<file path="config.mk">
export PLATFORM = sky130hd
export DESIGN_NAME = approx_mul_arbiter
export DESIGN_NICKNAME = d
export VERILOG_FILES = /design/src/rtl/approx_mul_pkg.sv /design/src/rtl/approx_multiplier.sv /design/src/rtl/rr_arbiter.sv /design/src/rtl/approx_mul_arbiter.sv
export SDC_FILE = /design/constraint.sdc
export NUM_CORES = 1
export LEC_CHECK = 0
export CAP_MARGIN = 20
export CORE_MARGIN = 5
export CORE_UTILIZATION = 45
export CTS_BUF_LIST = sky130_fd_sc_hd__clkbuf_16
export CTS_CLUSTER_DIAMETER = 30
export DETAILED_ROUTE_END_ITERATION = 8
export HOLD_SLACK_MARGIN = 0.05
export PLACE_DENSITY = 0.76
export SETUP_SLACK_MARGIN = 0.4
export SYNTH_ARGS = -nofsm -noshare
export SYNTH_HDL_FRONTEND = slang
export SYNTH_SLANG_ARGS = --single-unit
</file>
<file path="constraint.sdc">
create_clock -name clk -period 3.57 [get_ports clk]
set_input_delay 0.714 -clock clk [delete_from_list [all_inputs] [get_ports clk]]
set_output_delay 0.714 -clock clk [all_outputs]
set_load 0.01 [all_outputs]
</file>
<file path="src/rtl/approx_mul_pkg.sv">
// Shared types and defaults for the approximate-multiplier arbiter slice.
package approx_mul_pkg;

  typedef enum logic [1:0] {
    IDLE = 2'd0,
    MUL  = 2'd1,
    RESP = 2'd2
  } state_e;

  localparam int DEF_NUM_REQ = 4;
  localparam int DEF_WIDTH   = 4;

  // Width of a requester index; a single bit is kept as the floor so the
  // index port never collapses to zero width.
  function automatic int id_width(input int n);
    return (n <= 2) ? 1 : $clog2(n);
  endfunction

endpackage

</file>
<file path="src/rtl/approx_multiplier.sv">
// Shared approximate unsigned multiplier: partial-product bits whose column
// weight is below WIDTH/2 are dropped, the rest are summed exactly.
module approx_multiplier #(
  parameter int WIDTH = 4
) (
  input  logic [WIDTH-1:0]   A,
  input  logic [WIDTH-1:0]   B,
  output logic [2*WIDTH-1:0] result
);

  localparam int TRUNC = WIDTH / 2;

  // Accumulate every kept partial-product bit at its column weight.
  always_comb begin
    result = '0;
    for (int i = 0; i < WIDTH; i++) begin
      for (int j = 0; j < WIDTH; j++) begin
        if (i + j >= TRUNC) begin
          result = result + ((2*WIDTH)'(A[i] & B[j]) << (i + j));
        end
      end
    end
  end

endmodule

</file>
<file path="src/rtl/rr_arbiter.sv">
// Round-robin picker: the search starts one past the pointer and the first
// asserted request wins. Grant is one-hot and is empty when disabled.
module rr_arbiter
  import approx_mul_pkg::*;
#(
  parameter  int NUM_REQ = DEF_NUM_REQ,
  localparam int IDW     = id_width(NUM_REQ)
) (
  input  logic [NUM_REQ-1:0] req_i,
  input  logic [IDW-1:0]     ptr_i,
  input  logic               en_i,
  output logic [NUM_REQ-1:0] grant_o,
  output logic [IDW-1:0]     idx_o
);

  int             cand;
  logic [IDW-1:0] cand_idx;
  logic           found;

  // Walk the requesters in rotation order after the pointer and take the first valid one.
  always_comb begin
    grant_o  = '0;
    idx_o    = '0;
    found    = 1'b0;
    cand     = 0;
    cand_idx = '0;
    for (int k = 1; k <= NUM_REQ; k++) begin
      cand     = (int'(ptr_i) + k) % NUM_REQ;
      cand_idx = IDW'(cand);
      if (en_i && !found && req_i[cand_idx]) begin
        found             = 1'b1;
        grant_o[cand_idx] = 1'b1;
        idx_o             = cand_idx;
      end
    end
  end

endmodule

</file>
<file path="src/rtl/approx_mul_arbiter.sv">
// Shares one approx_multiplier among NUM_REQ requesters: round-robin grant,
// registered operands, registered result returned with the owner's ID.
module approx_mul_arbiter
  import approx_mul_pkg::*;
#(
  parameter  int NUM_REQ = DEF_NUM_REQ,
  parameter  int WIDTH   = DEF_WIDTH,
  parameter  int CNT_W   = 16,
  localparam int IDW     = id_width(NUM_REQ)
) (
  input  logic                     clk,
  input  logic                     rst,
  input  logic [NUM_REQ-1:0]       req_valid,
  input  logic [NUM_REQ*WIDTH-1:0] req_a,
  input  logic [NUM_REQ*WIDTH-1:0] req_b,
  output logic [NUM_REQ-1:0]       req_ready,
  output logic                     rsp_valid,
  input  logic                     rsp_ready,
  output logic [IDW-1:0]           rsp_id,
  output logic [2*WIDTH-1:0]       rsp_data,
  output logic                     busy,
  output logic [CNT_W-1:0]         op_count
);

  state_e               state_q, state_d;
  logic [IDW-1:0]       rr_ptr_q;
  logic [IDW-1:0]       op_id_q;
  logic [WIDTH-1:0]     op_a_q, op_b_q;
  logic [IDW-1:0]       rsp_id_q;
  logic [2*WIDTH-1:0]   rsp_data_q;
  logic                 rsp_valid_q;
  logic [CNT_W-1:0]     op_count_q;

  logic [NUM_REQ-1:0]   grant;
  logic [IDW-1:0]       grant_idx;
  logic [WIDTH-1:0]     sel_a, sel_b;
  logic [2*WIDTH-1:0]   mul_res;
  logic                 rsp_hs;
  logic                 grant_en;
  logic                 take;

  // A new grant is only offered when idle or when the pending response leaves this cycle.
  assign rsp_hs   = (state_q == RESP) && rsp_ready;
  assign grant_en = !rst && ((state_q == IDLE) || rsp_hs);

  rr_arbiter #(.NUM_REQ(NUM_REQ)) u_arb (
    .req_i   (req_valid),
    .ptr_i   (rr_ptr_q),
    .en_i    (grant_en),
    .grant_o (grant),
    .idx_o   (grant_idx)
  );

  assign req_ready = grant;
  assign take      = |grant;
  assign sel_a     = req_a[grant_idx*WIDTH +: WIDTH];
  assign sel_b     = req_b[grant_idx*WIDTH +: WIDTH];

  approx_multiplier #(.WIDTH(WIDTH)) u_mul (
    .A      (op_a_q),
    .B      (op_b_q),
    .result (mul_res)
  );

  // Next-state selection for the IDLE -> MUL -> RESP operation cycle.
  always_comb begin
    state_d = state_q;
    unique case (state_q)
      IDLE:    if (take) state_d = MUL;
      MUL:     state_d = RESP;
      RESP:    if (rsp_hs) state_d = take ? MUL : IDLE;
      default: state_d = IDLE;
    endcase
  end

  // State register; reset abandons any operation in flight.
  always_ff @(posedge clk or posedge rst) begin
    if (rst) state_q <= IDLE;
    else     state_q <= state_d;
  end

  // Operand capture on grant, result capture after MUL, response retire and counting.
  always_ff @(posedge clk or posedge rst) begin
    if (rst) begin
      rr_ptr_q    <= IDW'(NUM_REQ - 1);
      op_a_q      <= '0;
      op_b_q      <= '0;
      op_id_q     <= '0;
      rsp_id_q    <= '0;
      rsp_data_q  <= '0;
      rsp_valid_q <= 1'b0;
      op_count_q  <= '0;
    end else begin
      if (take) begin
        op_a_q   <= sel_a;
        op_b_q   <= sel_b;
        op_id_q  <= grant_idx;
        rr_ptr_q <= grant_idx;
      end
      if (state_q == MUL) begin
        rsp_data_q  <= mul_res;
        rsp_id_q    <= op_id_q;
        rsp_valid_q <= 1'b1;
      end
      if (rsp_hs) begin
        rsp_valid_q <= 1'b0;
        op_count_q  <= op_count_q + 1'b1;
      end
    end
  end

  assign rsp_valid = rsp_valid_q;
  assign rsp_id    = rsp_id_q;
  assign rsp_data  = rsp_data_q;
  assign busy      = (state_q != IDLE);
  assign op_count  = op_count_q;

endmodule
</file>
==> qor.json <==
{
  "outcome": "completed",
  "clkLatencyLatePin_ns": 0.28,
  "slew_headroom_pct": 64.0,
  "root_buffer": "sky130_fd_sc_hd__clkbuf_16",
  "dr.pass1.iters": 4,
  "crit_required_ns": 2.86,
  "synth-async-reset-ratio_pct": 100,
  "nNetsFinal": 395,
  "drtIter0Drc": 83,
  "dr_total_vias": 2144,
  "grt_overflow_total": 0,
  "max_cap_violations": 0,
  "worst_setup_path_startpoint": "req_valid[1]",
  "clock_skew_ns": 0.00682,
  "r2r.worst_path.cells": 9,
  "route.met3.wl_um": 379,
  "layout_commonest_cell": "sky130_fd_sc_hd__clkdlybuf4s50_1",
  "placement_rows": 28,
  "synth_top_family_by_area": "multiplexers",
  "first_global_vias": 2141,
  "regToRegStartpoint": "rr_ptr_q[1]",
  "synthAdderAreaFrac_pct": 11.0,
  "hold_path_class": "flip-flop to flip-flop",
  "report.final.setup_viol": 0,
  "total_routed_wirelength_mm": 5.81,
  "max_freq_mhz": 326,
  "timing.final.max_slew_violations": 0,
  "cts_hold_buffers": 0,
  "worstSetupPathDepth": 7,
  "met1Wirelength_mm": 2.38,
  "hold_viol": 0,
  "maxUsedRoutingLayer": "met4",
  "clkSlewWorstSetupHoldPaths_ns": 0.06,
  "hpwlAfterDp_mm": 4.45,
  "cp_cell_sequence": "dlygate4sd2_1, inv_1, mux4_2, nor2_4, a22oi_1, a21oi_1, clkdlybuf4s15_1",
  "die_height_um": 87.9,
  "hold_path_depth": 1,
  "critical_path.startpoint_type": "input pin",
  "powerDensity_nw_per_um2": 703,
  "period_share_pct": 86.0,
  "grt_pass1_wl_mm": 9.76,
  "cts_tree": "yes",
  "power.ir.vdd_worst_mv": 0.308,
  "most-common-layout-cells": "sky130_fd_sc_hd__clkdlybuf4s50_1, sky130_fd_sc_hd__dfrtp_1, sky130_fd_sc_hd__nand2_1, sky130_fd_sc_hd__mux2i_1, sky130_fd_sc_hd__mux2_2",
  "drc": 0,
  "netlist_instances": 257,
  "clock_tree.htree_level_count": 2,
  "post_synth_xor_area_fraction_pct": 5.46,
  "end_kind": "output port",
  "synth-edff-count": 0,
  "cts-root-to-sink-buffers": 2,
  "synth_compound_gate_area_share_pct": 9.27,
  "syn_area_sq_um": 2730,
  "fillers": 492,
  "delay_heaviest_family_cp": "buffers and inverters",
  "critPathKind": "input pin to output port",
  "antenna_found_initial": 0,
  "cts_buffers": 5,
  "postSynth.topFlopCell": "sky130_fd_sc_hd__dfrtp_1",
  "period_minus_slack_ns": 3.07,
  "port_buf_inserts": 68,
  "track_usage_pct": 16.1,
  "wire_per_inst_um": 14.1,
  "design.die.area_sq_um": 7720,
  "ant_nets": 0,
  "synth-warning-count": 0,
  "netlist-cell-type-count": 50,
  "clock-sinks": 39,
  "worst_flop_to_flop_path_endpoint": "op_a_q[1]",
  "gpl.final_weighted_congestion": 0.940,
  "worstPathArrival_ns": 2.36,
  "critPathMaxStageDelay_ns": 0.51,
  "synth_seq_cells": 39,
  "syn_to_final_growth_pct": 36.3,
  "synth_simple_gate_area_share_pct": 12.3,
  "critical_path.endpoint": "req_ready[1]",
  "wl_met2_mm": 2.96,
  "highest_net_fanout_along_the_worst_path": 9,
  "grt_start_max_net_pins": 28,
  "synthMuxAreaShare_pct": 20.1,
  "rsz0062_at_grt": "no",
  "buf_inv_stages_crit_path": 3,
  "pin_count": 71,
  "effective_utilization_at_floorplan_pct": 46.1,
  "antenna-diode-count": 0,
  "vias_per_cell": 5.22,
  "leakagePower_nw": 1.61,
  "drive_gt1_share_pct": 18.8,
  "cpMaxStageDelayCell": "sky130_fd_sc_hd__mux4_2",
  "total_power_mw": 2.61,
  "dieWidth_um": 87.9,
  "r2r_setup_slack_ns": 0.92,
  "core_region_area_sq_um": 5920,
  "seq_area_frac_synth_pct": 35.9,
  "syn_area_per_cell_sq_um": 10.6,
  "tightest_slew_ns": 0.539,
  "postLayoutCoreUtil_pct": 62.8
}
==> state kept, by name, indices dropped and copies added (netlist names) <==
signal,cells
op_a_q,4
op_b_q,4
op_count,16
op_id_q,2
rr_ptr_q,2
rsp_data,6
rsp_id,2
rsp_valid,1
state_q,2
==> metrics by stage <==
step	instance area [sq um]	instances	setup TNS, ns	setup slack, ns	hold slack, ns
floorplan	2730	258	0	0.871	0.475
global placement	3510	400	-0.147	-0.0388	0.461
detailed placement	3510	400	-0.686	-0.179	0.471
CTS	3710	410	0	0.400	0.484
global route	3720	411	0	0.394	0.500
finish	3720	411	0	0.501	0.472
==> power breakdown <==
part           internal [mW]  total (mW)  switching, mW  leakage (nW)
Combinational          0.777        1.46          0.687          1.05
Clock                  0.255       0.428          0.174        0.0710
Sequential             0.596       0.722          0.126         0.491
==> logic make-up after synthesis <==
family	after synthesis
AO/OA/AOI/OAI	36
XOR/XNOR	17
multiplexers	47
other	1
adder cells (fa/ha/maj)	21
AND/OR/NAND/NOR	68
flip-flops	39
buffers and inverters	28
==> per-layer routing <==
metal,vias to the layer above,track usage [%]
met5,-,0
met1,1006,19.2
met3,10,4.33
li1,1054,-
met4,0,5.16
met2,74,28.0
==> cell type report <==
| type | instances | area (sq um) | share of cell area (%) |
|---|---|---|---|
| flip-flops and latches | 39 | 978 | 26.3 |
| inverters | 15 | 56.3 | 1.51 |
| multi-input cells | 191 | 1660 | 44.7 |
| repair buffers | 83 | 786 | 21.1 |
| well taps | 75 | 93.8 | 2.52 |
| clock buffers | 5 | 125 | 3.37 |
| clock inverters | 3 | 16.3 | 0.438 |
==> worst min-delay path by stage <==
stage,from,endpoint
CTS,op_count[15],op_count[15]
global route,op_count[15],op_count[15]
floorplan,op_id_q[0],rsp_id[0]
finish,op_count[15],op_count[15]
detailed placement,rsp_data[6],rsp_data[6]
global placement,op_count[15],op_count[15]
==> repair_timing <==
action	4_1_cts	5_1_grt
resized for setup	22	5
buffers inserted	2	1
endpoints found under the setup margin	4	4
pin swaps	0	2
==> cells in the mapped netlist, types with 2 or more instances <==
| master | instances | area [sq um] |
|---|---|---|
| sky130_fd_sc_hd__inv_1 | 14 | 52.6 |
| sky130_fd_sc_hd__o21ai_0 | 5 | 25.0 |
| sky130_fd_sc_hd__nor2_1 | 11 | 41.3 |
| sky130_fd_sc_hd__fa_1 | 5 | 100 |
| sky130_fd_sc_hd__a22oi_1 | 5 | 37.5 |
| sky130_fd_sc_hd__buf_6 | 4 | 45.0 |
| sky130_fd_sc_hd__mux2i_1 | 25 | 250 |
| sky130_fd_sc_hd__nand2_1 | 26 | 97.6 |
| sky130_fd_sc_hd__or2_2 | 2 | 12.5 |
| sky130_fd_sc_hd__dfrtp_1 | 37 | 926 |
| sky130_fd_sc_hd__a21oi_1 | 8 | 40.0 |
| sky130_fd_sc_hd__a21o_1 | 2 | 15.0 |
| sky130_fd_sc_hd__clkbuf_1 | 2 | 7.51 |
| sky130_fd_sc_hd__dfstp_2 | 2 | 52.6 |
| sky130_fd_sc_hd__mux4_2 | 2 | 45.0 |
| sky130_fd_sc_hd__nand3_1 | 6 | 30.0 |
| sky130_fd_sc_hd__o211ai_1 | 2 | 15.0 |
| sky130_fd_sc_hd__xnor2_1 | 13 | 114 |
| sky130_fd_sc_hd__buf_4 | 6 | 45.0 |
| sky130_fd_sc_hd__a211oi_1 | 2 | 15.0 |
| sky130_fd_sc_hd__xor2_1 | 4 | 35.0 |
| sky130_fd_sc_hd__a22o_1 | 4 | 35.0 |
| sky130_fd_sc_hd__nor4b_1 | 2 | 17.5 |
| sky130_fd_sc_hd__nand4_1 | 2 | 12.5 |
| sky130_fd_sc_hd__ha_1 | 16 | 200 |
| sky130_fd_sc_hd__nand2b_1 | 4 | 25.0 |
| sky130_fd_sc_hd__and2_1 | 7 | 43.8 |
| sky130_fd_sc_hd__mux2_2 | 17 | 191 |
No activity file was read; power rests on OpenSTA's default activity.
